==> config.mk <==
export PLATFORM = sky130hd
export DESIGN_NAME = serial_io_sequencer
export DESIGN_NICKNAME = d
export VERILOG_FILES = /design/src/rtl/serial_io_sequencer.sv
export SDC_FILE = /design/constraint.sdc
export NUM_CORES = 1
export LEC_CHECK = 0
export CAP_MARGIN = 20
export CORE_MARGIN = 2
export CORE_UTILIZATION = 43
export CTS_CLUSTER_SIZE = 28
export DETAILED_ROUTE_END_ITERATION = 7
export PLACE_DENSITY = 0.78
export SLEW_MARGIN = 20
export SYNTH_ARGS = -nofsm -noshare
export SYNTH_HDL_FRONTEND = slang
export SYNTH_SLANG_ARGS = --single-unit
==> constraint.sdc <==
create_clock -name clock -period 2.21 [get_ports clock]
set_input_delay 0.442 -clock clock [delete_from_list [all_inputs] [get_ports clock]]
set_output_delay 0.442 -clock clock [all_outputs]
set_load 0.02 [all_outputs]
==> src/rtl/serial_io_sequencer.sv <==
// Serial IO sequencer: CPU IO commands -> TX FIFO -> UART, and UART RX -> 16-bit responses.
// Latency: SEND write, response and fifo_sclr one cycle after accept; >=4 cycles per TX byte; cmd_ready low during serial reset or SEND into a full FIFO.
`timescale 1ns/1ps
module serial_io_sequencer #(
    parameter int unsigned RST_CYCLES = 4
) (
    input  logic        clock,
    input  logic        reset,
    input  logic        cmd_valid,
    input  logic [3:0]  cmd,
    input  logic [7:0]  cmd_data,
    output logic        cmd_ready,
    output logic [15:0] resp_data,
    output logic        resp_valid,
    output logic        fifo_wrreq,
    output logic [7:0]  fifo_din,
    output logic        fifo_rdreq,
    input  logic [7:0]  fifo_dout,
    input  logic        fifo_empty,
    input  logic        fifo_full,
    output logic        fifo_sclr,
    output logic [7:0]  tx_data,
    output logic        tx_valid,
    input  logic        tx_ready,
    input  logic [7:0]  rx_data,
    input  logic        rx_valid,
    input  logic        rx_error,
    output logic        uart_reset
);

    localparam logic [3:0] CMD_RESET  = 4'b0001;
    localparam logic [3:0] CMD_SEND   = 4'b0010;
    localparam logic [3:0] CMD_RECV   = 4'b0011;
    localparam logic [3:0] CMD_STATUS = 4'b0100;
    localparam logic [3:0] RST_LOAD   = RST_CYCLES[3:0];

    typedef enum logic [1:0] {
        TX_IDLE,
        TX_FETCH,
        TX_LOAD,
        TX_SEND
    } tx_state_t;

    tx_state_t   tx_state;
    tx_state_t   tx_state_nxt;
    logic [3:0]  rst_cnt;
    logic        in_rst;
    logic        accept;
    logic        acc_reset;
    logic        acc_send;
    logic        acc_recv;
    logic        acc_status;
    logic        tx_busy;
    logic [7:0]  rx_hold;
    logic        rx_avail;
    logic        rx_overrun;
    logic        rx_err;

    assign in_rst     = (rst_cnt != 4'd0);
    assign uart_reset = in_rst;
    assign tx_busy    = (tx_state != TX_IDLE);

    assign cmd_ready  = !reset && !in_rst && !((cmd == CMD_SEND) && fifo_full);
    assign accept     = cmd_valid && cmd_ready;
    assign acc_reset  = accept && (cmd == CMD_RESET);
    assign acc_send   = accept && (cmd == CMD_SEND);
    assign acc_recv   = accept && (cmd == CMD_RECV);
    assign acc_status = accept && (cmd == CMD_STATUS);

    // uart_reset is the counter being non-zero, so it spans exactly RST_CYCLES cycles.
    always_ff @(posedge clock) begin
        if (reset) begin
            rst_cnt   <= 4'd0;
            fifo_sclr <= 1'b0;
        end else begin
            fifo_sclr <= acc_reset;
            if (acc_reset) begin
                rst_cnt <= RST_LOAD;
            end else if (in_rst) begin
                rst_cnt <= rst_cnt - 4'd1;
            end
        end
    end

    always_ff @(posedge clock) begin
        if (reset) begin
            fifo_wrreq <= 1'b0;
            fifo_din   <= 8'd0;
        end else begin
            fifo_wrreq <= acc_send;
            if (acc_send) begin
                fifo_din <= cmd_data;
            end
        end
    end

    // A RECV coinciding with rx_valid returns the old byte and keeps the new one without overrun.
    always_ff @(posedge clock) begin
        if (reset || acc_reset) begin
            rx_hold    <= 8'd0;
            rx_avail   <= 1'b0;
            rx_overrun <= 1'b0;
            rx_err     <= 1'b0;
        end else if (!in_rst) begin
            if (rx_valid) begin
                rx_hold    <= rx_data;
                rx_avail   <= 1'b1;
                rx_overrun <= !acc_recv && (rx_overrun || rx_avail);
            end else if (acc_recv) begin
                rx_avail   <= 1'b0;
                rx_overrun <= 1'b0;
            end
            if (rx_error) begin
                rx_err <= 1'b1;
            end else if (acc_recv) begin
                rx_err <= 1'b0;
            end
        end
    end

    always_ff @(posedge clock) begin
        if (reset) begin
            resp_valid <= 1'b0;
            resp_data  <= 16'd0;
        end else begin
            resp_valid <= acc_recv || acc_status;
            if (acc_recv) begin
                resp_data <= rx_avail ? {rx_overrun, rx_err, 6'b0, rx_hold} : 16'h8000;
            end else if (acc_status) begin
                resp_data <= {10'b0, tx_busy, rx_err, rx_overrun, rx_avail, fifo_full, fifo_empty};
            end
        end
    end

    always_ff @(posedge clock) begin
        if (reset || acc_reset) begin
            tx_state <= TX_IDLE;
        end else begin
            tx_state <= tx_state_nxt;
        end
    end

    // No reads while the FIFO is being cleared, so a stale byte never reaches the UART.
    always_comb begin
        tx_state_nxt = tx_state;
        fifo_rdreq   = 1'b0;
        case (tx_state)
            TX_IDLE: begin
                if (!fifo_empty && !reset && !in_rst && !acc_reset) begin
                    fifo_rdreq   = 1'b1;
                    tx_state_nxt = TX_FETCH;
                end
            end
            TX_FETCH: tx_state_nxt = TX_LOAD;
            TX_LOAD:  tx_state_nxt = TX_SEND;
            TX_SEND: begin
                if (tx_valid && tx_ready) begin
                    tx_state_nxt = TX_IDLE;
                end
            end
            default:  tx_state_nxt = TX_IDLE;
        endcase
    end

    always_ff @(posedge clock) begin
        if (reset) begin
            tx_valid <= 1'b0;
            tx_data  <= 8'd0;
        end else if (acc_reset) begin
            tx_valid <= 1'b0;
        end else if (tx_state == TX_LOAD) begin
            tx_data  <= fifo_dout;
            tx_valid <= 1'b1;
        end else if ((tx_state == TX_SEND) && tx_ready) begin
            tx_valid <= 1'b0;
        end
    end

endmodule

======== After elaboration in Yosys (flattened, before gate mapping) ========
Cells that the tools add are included.
storage, ports and cells
  bits in registers ....................... 53
  latch bits .............................. 0
  RAM bits ................................ 0
  bits in read-only memories .............. 0
  input port bits ......................... 36
  output and inout bits ................... 39
  word-level logic and storage cells ...... 79
  memories kept ........................... 0
cells by class
  $add $sub $neg .......................... 1
  multipliers ............................. 0
  divide/modulo/power cells ............... 0
  magnitude comparators ................... 0
  eq/ne operators ......................... 9
  shifts and indexed selects .............. 0
  multiplexer cells ....................... 16
  bitwise gates (word level) .............. 2
  reduce and logical (&&, ||, !) cells .... 37
operator list
  cell                                                  number
  two-way mux 16 bit                                    3
  logical AND 1 bit                                     14
  nonzero test 2 bit                                    6
  AND reduction 2 bit                                   5
  equality test 4 x 2 -> 1 bit (second input constant)  2
  two-way mux 1 bit                                     8
  case mux 2 bit (4 select lines)                       1
  zero test 1 bit                                       6
  two-way mux 3 bit                                     2
  equality test 2 bit (second input constant)           2
  equality test 4 x 1 -> 1 bit (second input constant)  1
  equality test 4 x 3 -> 1 bit (second input constant)  1
  two-way mux 2 bit                                     2
  inequality test 2 bit (second input constant)         2
  nonzero test 4 bit                                    1
  subtractor 4 x 1 -> 4 bit (second input constant)     1
  logical OR 1 bit                                      3
  equality test 2 x 1 -> 1 bit (second input constant)  1
  zero test 2 bit                                       1
  NOT 1 bit                                             2
  OR reduction 2 bit                                    1

======== Longest topological paths before layout ========
  word-level depth ........................ 10
  depth in mapped cells ................... 8
  mapped depth without buffers ............ 7

======== Worst setup path after synthesis ========
OpenSTA, ideal clock, no wires.
  path type ............................... input-to-reg
  start ................................... input reset
  end ..................................... register tx_data[0]
  arrival ................................. 1887 ps
  slack ................................... 196 ps
  stages on the path ...................... 6
  buffers on the path ..................... 2
  path through ............................ buf_6 > or4b_4 > buf_6 > o31ai_4 > mux2i_1 > nor2_1
on the way
  word-level cells in the longest chain between the ends .. 7
ends and longest elaborated chain
  element                          RTL line  text
  start, declared                  8         input logic reset,
  zero test 1 bit                  63        assign cmd_ready = !reset && !in_rst && !((cmd == CMD_SEND) && fifo_full);
  logical AND 1 bit (2 in series)  63
  logical AND 1 bit                64        assign accept = cmd_valid && cmd_ready;
  logical AND 1 bit                65        assign acc_reset = accept && (cmd == CMD_RESET);
  NOT 1 bit (no line)              -
  AND reduction 2 bit (no line)    -
  end signal, assigned             172       tx_data <= fifo_dout;
  end, declared                    22        output logic [7:0] tx_data,
Several ways; a longest one is shown, not always the timed one.
A chain may end at the register's enable or synchronous reset.

======== Worst setup path after layout ========
  start ................................... input cmd[2]
  end ..................................... output cmd_ready
on the way
  word-level cells in the longest chain between the ends .. 4
ends and longest elaborated chain
  element                       RTL line  text
  start, declared               10        input logic [3:0] cmd,
  equality test 4 x 2 -> 1 bit  63
  logical AND 1 bit             63
  zero test 1 bit               63
  logical AND 1 bit             63
  end, declared                 12        output logic cmd_ready,
No other way between the ends.

==> metrics.yaml <==
logic_synthesis:
  ys_ff_latch: 47
  synth_top_area_share_pct: 47.5
  netlist_instances: 214
  synth-async-reset-ratio_pct: 0
  ys_seq_area_share_pct: 47.5
  syn_area_per_cell_sq_um: 9.26
  synthTopCellsByArea: "dfxtp_1 (47%), mux2i_1 (8.1%), nor2_1 (5.3%)"
  synth_top_area_cell: "dfxtp_1"
  ys_types: 43
  synth-edff-count: 0
  syn_area_sq_um: 1980
  yosys_warnings: 0
  ys.flop_type: "dfxtp_1"
global_route:
  antenna_found_initial: 0
  grt_pass1_wl_microns: 7950
  grt_use_total_pct: 19.3
  overflow: 0
  grt_pass1_vias: 1792
  grt_max_degree: 25
placement:
  io_buffers: 68
  post_dp_cell_area_sq_um: 2860
  place_congestion: 0.794
  dpl.hpwl_microns: 3600
critical_path:
  r2r_end: "tx_data[4]$_SDFFE_PP0P_"
  path_class: "in -> out"
  r2r_setup_slack_ps: 150
  r2r_start: "rst_cnt[0]$_SDFFE_PP0P_"
  arrival_ps: 1700
  path_max_fanout: 4
  reg2regPathDepth: 8
  endpoint_kind: "output pin"
  cp.required_ps: 1770
  worst_setup_path_start_kind: "input pin"
detailed_routing:
  drtIter0Drc: 97
  vias_per_cell: 5.08
  ant_nets: 0
  drt-wirelength-per-cell_microns: 13.5
  drc: 0
  finalWirelength_microns: 4860
  dr.pass1.iters: 4
  via_count: 1829
clock_tree:
  htree_levels: 2
  clock_latency_ps: 310
  cts.clk_slew.worst_paths_ps: 100
  cts_tree: "done"
  numCtsBuffers: 5
  clock-sinks: 47
  root_buffer: "clkbuf_8"
  cts_buffer_depth: 2
worst_hold_path:
  hp-class: "reg -> reg"
  hold_end: "resp_data[2]$_SDFFE_PP0P_"
  whs_path_depth: 2
  hp-start: "resp_data[2]$_SDFFE_PP0P_"
floorplanning:
  die-area_sq_um: 5170
  start_util_pct: 45.2
  rows: 24
  core_area_sq_um: 4380
  fp.dieH_microns: 71.9
  ios: 75
  die_w_microns: 71.9
timing:
  post-route-min-period_ps: 2140
  rsz0062_at_grt: "false"
  final-hold-violation-count: 0
  fin_crit_sh_pct: 97.0
  drv_slew: 0
  skew_ps: 7.30
  fmax_mhz: 467
  setup_violations: 0
  fin_tns_setup_ps: 0
pwr:
  vdd_drop_max_v: 0.000538
  leakagePower_nw: 1.22
  p_per_area_nw_per_um2: 881
cells_and_area:
  nets: 347
  layout-drive-gt1-share_pct: 16.6
  n_antenna_cell: 0
  final_area_sq_um: 3020
  fillCellCount: 348
  area_growth_pct: 52.4
  post-route-util_pct: 68.9
run_status:
  outcome: "finished, final reports clean"
run:
  cap_violations: 0
-- final cells by class --
class                   count  area, sq um  share of cell area, %
repair buffers             96          900                   29.8
inverters                  11         41.3                   1.37
clock buffers               5         68.8                   2.28
multi-input cells         146          958                   31.7
clock inverters             3         46.3                   1.53
flip-flops and latches     47          941                   31.2
well taps                  52         65.1                   2.15
-- logic make-up (layout without fill, tap and decap cells) --
family,after synthesis,in the layout,synth area share (%)
compound gates,41,41,13.8
xor+xnor,1,1,0.442
fa+ha+maj,4,4,2.53
buf+inv,26,115,7.13
flops,47,47,47.5
mux,17,17,8.65
other cells,1,6,0.189
simple gates,77,77,19.8
-- placed cells by master (no fill, tap or decap), types with 2 or more instances in the layout --
| cell type | count |
|---|---|
| nand2_1 | 24 |
| clkdlybuf4s50_1 | 65 |
| or4b_4 | 2 |
| a32o_1 | 2 |
| ha_1 | 3 |
| or3_1 | 2 |
| buf_4 | 27 |
| o21ai_0 | 4 |
| inv_1 | 10 |
| nor2b_1 | 2 |
| nor2_1 | 28 |
| mux2i_1 | 16 |
| a22oi_1 | 7 |
| nand3_1 | 2 |
| a21oi_1 | 19 |
| conb_1 | 6 |
| clkbuf_8 | 5 |
| nor3_1 | 6 |
| dfxtp_1 | 47 |
-- synth_stat cells (2+ instances only) --
cell type,instances
a22oi_1,7
nor2_1,28
dfxtp_1,47
buf_6,2
nor4b_1,2
ha_1,4
a32o_1,2
clkbuf_1,3
buf_4,7
inv_1,10
buf_2,2
nand2_1,24
or3_1,2
nor2b_1,2
a21oi_1,20
nor3_1,6
o21ai_0,4
nand3_1,2
mux2i_1,16
-- metal layers --
layer	up-vias	share of wire (%)	GRT usage (%)
li1	910	-	-
met1	842	42	22.5
met2	72	47	32.1
met3	5	10	7.92
met4	0	1.1	6.71
met5	-	0	0
-- worst max-delay path by stage --
stage	end	cells after the start	start
floorplan	tx_data[0]$_SDFFE_PP0P_	6	reset
global placement	fifo_din[6]$_SDFFE_PP0P_	6	cmd[0]
detailed placement	cmd_ready	4	reset
CTS	uart_reset	6	rst_cnt[0]$_SDFFE_PP0P_
global route	uart_reset	6	rst_cnt[0]$_SDFFE_PP0P_
finish	cmd_ready	5	cmd[2]
-- registers in the layout (all words and copies together) (netlist names) --
register / count
rx_hold: 8
resp_data: 10
resp_valid: 1
tx_valid: 1
fifo_din: 8
rx_avail: 1
rx_overrun: 1
rx_err: 1
rst_cnt: 4
fifo_wrreq: 1
tx_data: 8
tx_state: 2
fifo_sclr: 1
-- repair_timing --
item / in CTS / in global routing
setup endpoints to repair: 5 / 11
setup buffers: 0 / 1
hold buffers: 0 / 0
resized for setup: 13 / 7
cloned: 0 / 1
pin swaps: 0 / 1
-- critical path: stages --
cell	delay [ps]
clkdlybuf4s50_1	470
or3b_4	430
nor2_1	130
a21oi_2	70
buf_4	150
-- stage by stage --
stage               power [W]  hold slack, ps  setup slack (ps)  instances
global placement      0.00195             440              -348        350
detailed placement    0.00198             445              -379        350
floorplan             0.00159             436               196        219
CTS                   0.00265             459              24.9        358
finish                0.00266             457              67.1        360
global route          0.00282             468              5.72        360
-- power by group --
part	internal, W	switching [W]
sequential	0.000957	0.0000812
clock	0.000341	0.000310
combinational	0.000482	0.000492
total	0.00178	0.000883
No activity file was read; power rests on OpenSTA's default activity.
